`src/rtl/switch_poller_pkg.sv`:
```
// switch_poller_pkg
//   Shared definitions for the switch poller: the poll FSM state encoding
//   and the PIO register address of the switch port.
package switch_poller_pkg;

  typedef enum logic [1:0] {
    ST_IDLE   = 2'd0,  // waiting for the poll timer
    ST_REQ    = 2'd1,  // read strobe on the bus
    ST_SAMPLE = 2'd2   // readdata is valid this cycle
  } poll_state_t;

  localparam logic [1:0] PIO_SWITCH_ADDR = 2'd0;

endpackage

```
`src/rtl/switch_poller_debounce.sv`:
```
// switch_debounce
//   Accepts a new switch vector only after STABLE_COUNT consecutive identical
//   samples. It reports the accepting sample as a combinational update pulse,
//   together with the rise and fall masks relative to the current debounced
//   value, so the event latch can register them on the same edge.
//
// Ports
//   clk, reset  system clock, synchronous active-high reset
//   sample_en   sample is valid this cycle
//   sample      raw switch sample (PIO readdata)
//   sw_state    debounced switch vector
//   update      sw_state takes the value of sample at the end of this cycle
//   rise, fall  bits going 0->1 / 1->0 on that update
module switch_debounce #(
  parameter int WIDTH        = 10,
  parameter int STABLE_COUNT = 4
) (
  input  logic             clk,
  input  logic             reset,
  input  logic             sample_en,
  input  logic [WIDTH-1:0] sample,
  output logic [WIDTH-1:0] sw_state,
  output logic             update,
  output logic [WIDTH-1:0] rise,
  output logic [WIDTH-1:0] fall
);

  localparam int            CW      = $clog2(STABLE_COUNT + 1);
  localparam logic [CW-1:0] CNT_MAX = CW'(STABLE_COUNT);

  logic [WIDTH-1:0] candidate;
  logic [CW-1:0]    match_cnt;
  logic [CW-1:0]    match_cnt_next;

  always_comb begin
    // NOTE: every signal driven here gets a default first so no path leaves
    // it unassigned, which would otherwise infer a latch.
    match_cnt_next = match_cnt;
    if (sample == candidate) begin
      if (match_cnt != CNT_MAX) match_cnt_next = match_cnt + CW'(1);
    end else begin
      match_cnt_next = CW'(1);
    end
  end

  // A new candidate always equals the sample itself, so the sample can be
  // compared with sw_state directly.
  assign update = sample_en && (match_cnt_next == CNT_MAX) && (sample != sw_state);
  assign rise   = sample & ~sw_state;
  assign fall   = ~sample & sw_state;

  // NOTE: sequential state uses non-blocking assignments so every register
  // sees the values from before the clock edge, whatever the statement order.
  always_ff @(posedge clk) begin
    if (reset) begin
      candidate <= '0;
      match_cnt <= '0;
      sw_state  <= '0;
    end else if (sample_en) begin
      candidate <= sample;
      match_cnt <= match_cnt_next;
      if (update) sw_state <= sample;
    end
  end

endmodule

```
`src/rtl/switch_poller.sv`:
```
// switch_poller
//   Avalon-MM initiator that polls the switch PIO every POLL_DIV cycles,
//   debounces the samples and presents the stable vector plus latched
//   rise/fall events through a valid/ack handshake.
//   POLL_DIV must be at least 3 so that a read completes before the next tick.
//
// Ports
//   clk, reset   system clock, synchronous active-high reset
//   address      PIO address (always the switch register)
//   read         one-cycle read strobe
//   readdata     PIO read data, valid the cycle after read
//   sw_state     debounced switch vector
//   evt_valid    a change event is pending
//   evt_rise     bits that went 0->1 since the last ack
//   evt_fall     bits that went 1->0 since the last ack
//   evt_overrun  more than one update was merged into the pending event
//   evt_ack      consumer acknowledge, effective only while evt_valid
module switch_poller
  import switch_poller_pkg::*;
#(
  parameter int WIDTH        = 10,
  parameter int POLL_DIV     = 50000,
  parameter int STABLE_COUNT = 4
) (
  input  logic             clk,
  input  logic             reset,
  output logic [1:0]       address,
  output logic             read,
  input  logic [WIDTH-1:0] readdata,
  output logic [WIDTH-1:0] sw_state,
  output logic             evt_valid,
  output logic [WIDTH-1:0] evt_rise,
  output logic [WIDTH-1:0] evt_fall,
  output logic             evt_overrun,
  input  logic             evt_ack
);

  localparam int            TW     = $clog2(POLL_DIV);
  localparam logic [TW-1:0] RELOAD = TW'(POLL_DIV - 1);

  logic [TW-1:0] timer;
  logic          pre_tick;
  poll_state_t   state, state_next;

  logic             update;
  logic [WIDTH-1:0] rise, fall;
  logic             ack_eff;

  // Free-running poll timer; terminal count (0) is the tick.
  always_ff @(posedge clk) begin
    if (reset || timer == '0) timer <= RELOAD;
    else                      timer <= timer - TW'(1);
  end

  // The FSM leaves IDLE one count early so the REQ cycle coincides with the
  // terminal count, putting the first read exactly POLL_DIV-1 cycles after
  // reset release.
  assign pre_tick = (timer == TW'(1));

  always_ff @(posedge clk) begin
    if (reset) state <= ST_IDLE;
    else       state <= state_next;
  end

  always_comb begin
    state_next = state;
    unique case (state)
      ST_IDLE:   if (pre_tick) state_next = ST_REQ;
      ST_REQ:    state_next = ST_SAMPLE;
      ST_SAMPLE: state_next = ST_IDLE;
      default:   state_next = ST_IDLE;
    endcase
  end

  always_comb begin
    read    = (state == ST_REQ);
    address = PIO_SWITCH_ADDR;
  end

  switch_debounce #(
    .WIDTH        (WIDTH),
    .STABLE_COUNT (STABLE_COUNT)
  ) u_debounce (
    .clk       (clk),
    .reset     (reset),
    .sample_en (state == ST_SAMPLE),
    .sample    (readdata),
    .sw_state  (sw_state),
    .update    (update),
    .rise      (rise),
    .fall      (fall)
  );

  assign ack_eff = evt_ack && evt_valid;

  // Event latch: an unacknowledged pending event absorbs further updates and
  // flags the merge; an ack arriving with an update hands over a fresh event.
  always_ff @(posedge clk) begin
    if (reset) begin
      evt_valid   <= 1'b0;
      evt_rise    <= '0;
      evt_fall    <= '0;
      evt_overrun <= 1'b0;
    end else if (update) begin
      evt_valid <= 1'b1;
      if (evt_valid && !ack_eff) begin
        evt_rise    <= evt_rise | rise;
        evt_fall    <= evt_fall | fall;
        evt_overrun <= 1'b1;
      end else begin
        evt_rise    <= rise;
        evt_fall    <= fall;
        evt_overrun <= 1'b0;
      end
    end else if (ack_eff) begin
      evt_valid   <= 1'b0;
      evt_rise    <= '0;
      evt_fall    <= '0;
      evt_overrun <= 1'b0;
    end
  end

endmodule

```
`config.mk`:
```
export PLATFORM = sky130hd
export DESIGN_NAME = switch_poller
export DESIGN_NICKNAME = d
export VERILOG_FILES = /design/src/rtl/switch_poller_pkg.sv /design/src/rtl/switch_poller_debounce.sv /design/src/rtl/switch_poller.sv
export SDC_FILE = /design/constraint.sdc
export NUM_CORES = 1
export LEC_CHECK = 0
export ABC_AREA = 0
export CAP_MARGIN = 20
export CORE_MARGIN = 2
export CORE_UTILIZATION = 50
export DETAILED_ROUTE_END_ITERATION = 8
export PLACE_DENSITY = 0.76
export SETUP_SLACK_MARGIN = 0.5
export SYNTH_ARGS = -nofsm -noshare
export SYNTH_HDL_FRONTEND = slang
export SYNTH_HIERARCHICAL = 1
export SYNTH_SLANG_ARGS = --single-unit
```
`constraint.sdc`:
```
create_clock -name clk -period 2.6 [get_ports clk]
set_input_delay 0.26 -clock clk [delete_from_list [all_inputs] [get_ports clk]]
set_output_delay 0.26 -clock clk [all_outputs]
set_load 0.005 [all_outputs]
```
* Word-level counts from Yosys, hierarchy flattened
Index checks and enable logic that the tools add are counted.
Storage, ports and cells: bits in registers 63, input bits 13, output and inout port bits 35, logic and storage cells 48
Operators by class: add/sub/neg operators 2, equal/unequal tests 8, mux-type cells 13, bitwise gates (word level) 6, reductions and logical operators 10
Operator list (number):
- $mux W10 | 5
- $and A10 B10 Y10 | 2
- $not A10 Y10 | 2
- $or A10 B10 Y10 | 2
- $eq A16 B1 Y1 const B | 1
- $logic_not A16 Y1 | 1
- $sub A16 B1 Y16 const B | 1
- $eq A10 B10 Y1 | 1
- $ne A10 B10 Y1 | 1
- $mux W3 | 2
- $logic_and A1 B1 Y1 | 4
- $mux W1 | 4
- $pmux W2 S2 | 1
- $add A3 B1 Y3 const B | 1
- $eq A3 B3 Y1 const B | 1
- $ne A3 B3 Y1 const B | 1
- $eq A2 B1 Y1 const B | 1
- $eq A2 B2 Y1 const B | 1
- $logic_not A2 Y1 | 1
- $mux W2 | 1
- $ne A2 B2 Y1 const B | 1
- $reduce_and A2 Y1 | 1
- $reduce_bool A2 Y1 | 1
- $logic_not A1 Y1 | 1
- $logic_or A1 B1 Y1 | 1

* Logic depth before layout (Yosys ltp)
Gate-level depths: netlist (run 1).
depth after elaboration 7, gate-level depth with buffers 10, mapped depth without buffers 9

* Cells and area by module
Netlist (run 1), hierarchy kept.
Modules (own cells, without submodules):
- switch_poller | times used 1, cells an instance 145, area each 1478.9 µm², seq. area each 800.8 µm²
- switch_debounce | times used 1, cells an instance 167, area each 1422.6 µm², seq. area each 460.4 µm²

* Worst setup path before layout (run 1)
No wires, ideal clock.
path type register -> register, start register u_debounce.match_cnt[0], end register evt_rise[0], library setup time 0.117 ns, arrival time 2.203 ns, required time 2.483 ns, setup slack 0.280 ns, cell stages (with the launch flop) 11, path buffers 1, clock period less this slack 2.320 ns, cells stage by stage dfxtp_1 inv_1 ha_1 or3b_1 a31oi_2 nand3_1 nor3_1 nor2b_1 a211oi_1 clkbuf_1 a22o_1
Between the ends: word-level cells in the longest chain between the ends 7
RTL lines:
- start, declared | RTL line switch_poller_debounce.sv:32 | logic [CW-1:0] match_cnt;
- start signal, assigned | RTL line switch_poller_debounce.sv:61 | match_cnt <= match_cnt_next;
- $add A3 B1 Y3 / $ne A3 B3 Y1 (equally long branches) | RTL line switch_poller_debounce.sv:40 | if (match_cnt != CNT_MAX) match_cnt_next = match_cnt + CW'(1);
- $mux W3 * | RTL line switch_poller_debounce.sv:40
- $mux W3 * | RTL line switch_poller_debounce.sv:39 | if (sample == candidate) begin
- $eq A3 B3 Y1 * | RTL line switch_poller_debounce.sv:48 | assign update = sample_en && (match_cnt_next == CNT_MAX) && (sample != sw_state);
- $logic_and A1 B1 Y1 * (2 in a row) | RTL line switch_poller_debounce.sv:48
- net update | RTL line switch_poller.sv:45 | logic update;
- $mux W10 / $reduce_bool A2 Y1 (equally long branches)
- end signal, assigned | RTL line switch_poller.sv:107 | evt_rise <= evt_rise | rise;
- end signal, assigned | RTL line switch_poller.sv:111 | evt_rise <= rise;
- end, declared | RTL line switch_poller.sv:32 | output logic [WIDTH-1:0] evt_rise,
Mark *: on every way through the listed nets, which the timed path passes. The rest lies on a longest branch. A chain may end at the register's enable or synchronous reset.

* Worst setup path after layout (run 1)
start register u_debounce.match_cnt[0], end register evt_fall[3]
Between the ends: word-level cells in the longest chain between the ends 7
RTL lines:
- $add A3 B1 Y3 / $ne A3 B3 Y1 (equally long branches) | RTL line switch_poller_debounce.sv:40
- $mux W3 * | RTL line switch_poller_debounce.sv:40
- $mux W3 * | RTL line switch_poller_debounce.sv:39
- $eq A3 B3 Y1 * | RTL line switch_poller_debounce.sv:48
- $logic_and A1 B1 Y1 * (2 in a row) | RTL line switch_poller_debounce.sv:48
- net update | RTL line switch_poller.sv:45
- $mux W10 / $reduce_bool A2 Y1 (equally long branches)
- end signal, assigned | RTL line switch_poller.sv:108 | evt_fall <= evt_fall | fall;
- end signal, assigned | RTL line switch_poller.sv:112 | evt_fall <= fall;
- end, declared | RTL line switch_poller.sv:33 | output logic [WIDTH-1:0] evt_fall,
Marks and branches as above.

==> results of run 1 <==
## cells by family after synthesis
group	count (synthesis)
AO/OA/AOI/OAI	58
adder cells (fa/ha/maj)	24
buffers and inverters	40
XOR/XNOR	19
other	1
AND/OR/NAND/NOR	97
multiplexers	10
flip-flops	63
## through the flow
stage	utilization, %	hold WS, ps	cells
after floorplan	-	329	313
after global placement	63.9	428	434
after detailed placement	63.9	433	434
after CTS	69.8	449	458
after global routing	70.9	486	461
final	70.9	443	461
## worst max-delay path, cell delays in order (launching register included)
cell,delay (ps)
dfxtp_4,380
inv_4,40
ha_4,140
or3b_4,370
a31oi_4,190
nand3_2,120
nor3_4,210
buf_4,140
buf_6,80
nor2b_4,240
buf_6,160
a22o_1,140
## layer usage
layer  global-route usage (%)  up-vias  part of all wire, %
met3                     7.87       13                  5.0
met1                     24.5     1153                   41
met4                     6.61        0                  1.7
met2                     39.4       77                   52
li1                         -     1223                    -
met5                        0        -                    0
## Yosys cell counts, drive strengths merged
cell	n	area, µm²
a31o	1	8.76
nor4b	1	8.76
nand3	20	100
a21o	2	15.0
and2	2	12.5
ha	24	300
nand4b	1	8.76
inv	26	97.6
or3	3	18.8
nor4	3	25.0
o31ai	1	7.51
nand3b	3	22.5
xnor2	4	35.0
o21a	1	7.51
or3b	1	8.76
and4	1	8.76
nand2	12	45.0
nand4	4	25.0
mux2i	10	100
o21ai	12	60.1
buf	4	27.5
clkbuf	10	37.5
a211oi	2	15.0
dfxtp	63	1260
and3b	1	8.76
nor3	8	40.0
nand2b	3	18.8
nor2	25	93.8
a31oi	2	18.8
conb	1	3.75
xor2	15	131
a21oi	17	85.1
a22o	20	175
or4	4	37.5
nor2b	5	31.3
## registers in the layout (all words and copies together), names as in the netlist
signal and count:
u_debounce/sw_state 10, evt_overrun 1, evt_valid 1, evt_fall 10
evt_rise 10, u_debounce/match_cnt 3, u_debounce/candidate 10, timer 16
state 2
## final timing paths
path / start / to / slack (ps) / cells after the start
hold / removal: timer[0] / timer[0] / 440 / 1
setup / recovery: u_debounce/match_cnt[0] / evt_fall[3] / 330 / 11
setup reg to reg: u_debounce/match_cnt[0] / evt_fall[3] / 330 / 11
hold reg to reg: timer[0] / timer[0] / 440 / 1
## power by group through the flow
stage / sequential [mW] / clock, mW / combinational [mW]
after global placement: 0.995 / 0 / 0.0988
final: 0.972 / 0.750 / 0.110
after detailed placement: 0.995 / 0 / 0.100
after CTS: 0.973 / 0.773 / 0.109
after global routing: 0.972 / 0.817 / 0.121
after floorplan: 0.994 / 0 / 0.0434
## layout make-up
| cell class | count | area [µm²] |
|---|---|---|
| timing repair buffer | 74 | 719 |
| clock inverter | 3 | 17.5 |
| tap | 72 | 90.1 |
| clock buffer | 13 | 159 |
| sequential | 63 | 1270 |
| fill | 404 | 1610 |
| multi-input combinational | 210 | 1570 |
| inverter | 26 | 103 |
## what timing repair did
item / in CTS / in global routing
pin swaps: 8 / 16
gates resized for setup: 21 / 9
gates cloned: 4 / 0
endpoints found under the hold margin: 0 / 0
buffers inserted: 4 / 3
setup endpoints to repair: 21 / 41
==> impl_metrics.json, run 1 <==
{
  "ir_drop_uv": 460,
  "final_antenna_net_count": 0,
  "grt_pass1_wl_mm": 10.8,
  "fin_ws_ps": 332,
  "finalSetupViolCount": 0,
  "critPathRequiredTime_ps": 2890,
  "power.share.switching_pct": 22.8,
  "synthToLayoutAreaGrowth_pct": 35.4,
  "seqPwrFrac_pct": 53.1,
  "clkSinkCount": 63,
  "synthMuxAreaShare_pct": 3.45,
  "total_power_mw": 1.83,
  "crit_arrival_ps": 2550,
  "synth_compound_area_share_pct": 13.5,
  "avgSynthCellArea_um2": 9.30,
  "combPwrFrac_pct": 6.0,
  "worstPathMaxFanout": 5,
  "grt_usage_pct": 22.1,
  "die_h_um": 80.2,
  "final_cell_mix": "dfxtp_1 (61), clkdlybuf4s50_1 (45), nor2_1 (25)",
  "worst_pin_slew_ps": 677,
  "hold_class": "reg -> reg",
  "p_int_mw": 1.41,
  "rsz0062_at_grt": "true",
  "cp-end-kind": "register",
  "crit_path_start_kind": "register",
  "antenna_found_initial": 0,
  "fin_crit_ps": 2270,
  "yosysSeqAreaShare_pct": 43.5,
  "core_mm2": 0.00554,
  "final_common_cell": "dfxtp_1",
  "dp_hpwl_mm": 4.61,
  "clock-root-buffer": "clkbuf_8",
  "drt_wl_total_mm": 6.83,
  "ios": 48,
  "synth_cells": 312,
  "cts_tree": "yes",
  "portBuffers": 45,
  "synthAdderAreaFrac_pct": 10.3,
  "drt-initial-drc-count": 126,
  "rows": 27,
  "cts.clk_slew.worst_paths_ps": 70,
  "die_width_um": 80.2,
  "clk_latency_ps": 340,
  "synth.distinct_cells": 40,
  "start_util_pct": 52.4,
  "viasPerCell": 5.35,
  "dr.pass1.iters": 4,
  "synth_area_mm2": 0.00290,
  "holdBufCountCts": 0,
  "status": "finished clean",
  "drive_above_1_share_pct": 15.9,
  "routed-via-count": 2466,
  "power.switching_mw": 0.419,
  "power.leakage_nw": 1.51,
  "placed_area_mm2": 0.00354,
  "slew_headroom_pct": 54.7,
  "max_cap_violations": 0,
  "fin_setup_tns_ps": 0,
  "cts_buffers": 9,
  "crit_type": "reg -> reg",
  "overflow": 0,
  "routedWlPerCell_um": 14.8,
  "dp_slack_ps": 115,
  "die_area_mm2": 0.00643,
  "final_hold_viol_count": 0,
  "design_area_mm2": 0.00393,
  "ys_warn_count": 6,
  "drc": 0,
  "gp_congestion": 0.786,
  "fin_nets": 421,
  "synth_xor_area_share_pct": 5.74,
  "max_freq_mhz": 441,
  "grt_max_degree": 20,
  "cts_max_level": 3,
  "diodes": 0,
  "post-route-period-util_pct": 87.2,
  "grt_pass1_vias": 2293,
  "slew_violations": 0,
  "clock_power_share_pct": 41.0,
  "fin_skew_ps": 11.3,
  "clock_path_buffers": 2,
  "ys_ff_latch": 63,
  "synth_top_family_by_area": "simple AND/OR/NAND/NOR gates",
  "p_per_area_mw_per_mm2": 466,
  "synth_simple_gate_area_share_pct": 17.7
}
(Power assumes the default switching activity.)
==> run 2, diff against run 1 <==
- CAP_MARGIN: 20 -> not set
- SKIP_CTS_REPAIR_TIMING: not set -> 1
==> run 2 against run 1 <==
Effect of this change: first-iteration DRC count fell by 0.79%; clock skew fell by 3.8 ps; critical path depth fell by 2; sequential share of layout area rose by 0.11 points; sequential cell count did not move; critical endpoint is now evt_fall[2]; non-clock buffer count fell by 2; worst setup slack got worse by 34 ps; highest routed layer unchanged.
==> impl_metrics.json, run 2 (same netlist as run 1, synthesis figures left out) <==
{
  "die_h_um": 80.2,
  "overflow": 0,
  "critPathRequiredTime_ps": 2880,
  "ir_drop_uv": 460,
  "crit_arrival_ps": 2580,
  "fin_setup_tns_ps": 0,
  "cts_buffers": 9,
  "grt_max_degree": 21,
  "dp_cells": 434,
  "drt_wl_total_mm": 6.88,
  "fin_nets": 419,
  "die_area_mm2": 0.00643,
  "grt_pass1_vias": 2192,
  "dp_slack_ps": 115,
  "diodes": 0,
  "max_freq_mhz": 434,
  "hold_depth": 1,
  "portBuffers": 45,
  "clk_latency_ps": 340,
  "status": "finished clean",
  "routedWlPerCell_um": 15.0,
  "core_mm2": 0.00554,
  "slew_headroom_pct": 54.6,
  "instances_no_fill": 459,
  "final_hold_viol_count": 0,
  "fin_skew_ps": 7.47,
  "placed_area_mm2": 0.00354,
  "cp_slowest_stage_delay_ps": 410,
  "dr.pass1.iters": 5,
  "viasPerCell": 5.31,
  "rows": 27,
  "worst_pin_slew_ps": 677,
  "utilization_pct": 70.6,
  "top_register": "timer",
  "fin_ws_ps": 298,
  "power.leakage_nw": 1.51,
  "worstReg2RegStart": "u_debounce/sw_state[5]",
  "final_antenna_net_count": 0,
  "cts_tree": "yes",
  "cts_max_level": 3,
  "start_util_pct": 52.4,
  "path_delay_family": "simple AND/OR/NAND/NOR gates",
  "antenna_found_initial": 0,
  "die_width_um": 80.2,
  "rsz0062_at_grt": "true",
  "r2r_setup_slack_ps": 300,
  "post-route-period-util_pct": 88.5,
  "design_area_mm2": 0.00391,
  "fin_crit_ps": 2300,
  "dp_hpwl_mm": 4.61,
  "worstPathMaxFanout": 10,
  "clock-root-buffer": "clkbuf_8",
  "grt_usage_pct": 20.4,
  "crit_type": "reg -> reg",
  "p_per_area_mw_per_mm2": 469,
  "cp-end-kind": "register",
  "synthToLayoutAreaGrowth_pct": 34.7,
  "worstHoldEndpoint": "timer[0]",
  "grt_pass1_wl_mm": 10.0,
  "clkSinkCount": 63,
  "drive_above_1_share_pct": 15.5,
  "crit_slowest_cell": "dfxtp_1",
  "final_cell_mix": "dfxtp_1 (61), clkdlybuf4s50_1 (45), nor2_1 (25)",
  "hold_start": "timer[0]",
  "fill_cells": 402,
  "gp_congestion": 0.786,
  "slew_violations": 0,
  "final_common_cell": "dfxtp_1",
  "hold_class": "reg -> reg",
  "routed-via-count": 2438,
  "critPathBufInv": 2,
  "cts.clk_slew.worst_paths_ps": 60,
  "drt-initial-drc-count": 125,
  "ios": 48,
  "crit_chain": "inv_1 > ha_1 > nand4_1 > nor3_2 > nor3_4 > nor2b_4 > a211oi_4 > clkbuf_16 > a22o_1",
  "r2r_cells": 9,
  "largest_reg_flops": 16,
  "r2r-end": "evt_fall[2]",
  "finalSetupViolCount": 0,
  "clock_path_buffers": 2,
  "crit_path_start_kind": "register",
  "max_cap_violations": 0,
  "drc": 0
}
run 2: cell count changes in the layout (fill, tap and decap cells not counted), sizes merged:
| cell | delta |
|---|---|
| buf | -4 |
| clkbuf | +2 |
run 2: how the worst max path moves through the flow:
stage,start,end,slack [ps],depth (start not counted)
finish,u_debounce/sw_state[5],evt_fall[2],300,9
global placement,readdata[0],evt_fall[5],250,9
CTS,u_debounce/match_cnt[0],evt_rise[0],270,10
floorplan,u_debounce/match_cnt[0],evt_rise[0],500,10
global route,u_debounce/sw_state[5],evt_fall[2],240,9
detailed placement,readdata[3],evt_rise[0],120,9
run 2: cell type report:
cell class	count	area, µm²	share of cell area [%]
multi-input combinational	210	1560	40.0
timing repair buffer	72	716	18.3
sequential	63	1270	32.4
clock inverter	3	17.5	0.448
inverter	26	97.6	2.50
clock buffer	13	159	4.07
tap	72	90.1	2.30
run 2: through the flow:
step                      power [mW]  hold WS [ps]
after floorplan                 1.04           329
after global placement          1.09           428
after detailed placement        1.10           433
after CTS                       1.85           449
after global routing            1.91           486
final                           1.83           443
run 2: metal layers:
metal  track usage [%]  up-vias  share of wire (%)  wire (µm)
li1                  -     1218                  -          -
met1              23.2     1130                 41       2840
met2              35.6       74                 52       3580
met3              7.64       16                4.7        326
met4              5.76        0                1.8        127
met5                 0        -                  0          0
run 2: report_power, final:
group	switching, mW	leakage [nW]	internal [mW]
clock network	0.353	0.0894	0.395
logic	0.0589	0.909	0.0547
registers	0.00529	0.509	0.968
total	0.417	1.51	1.42
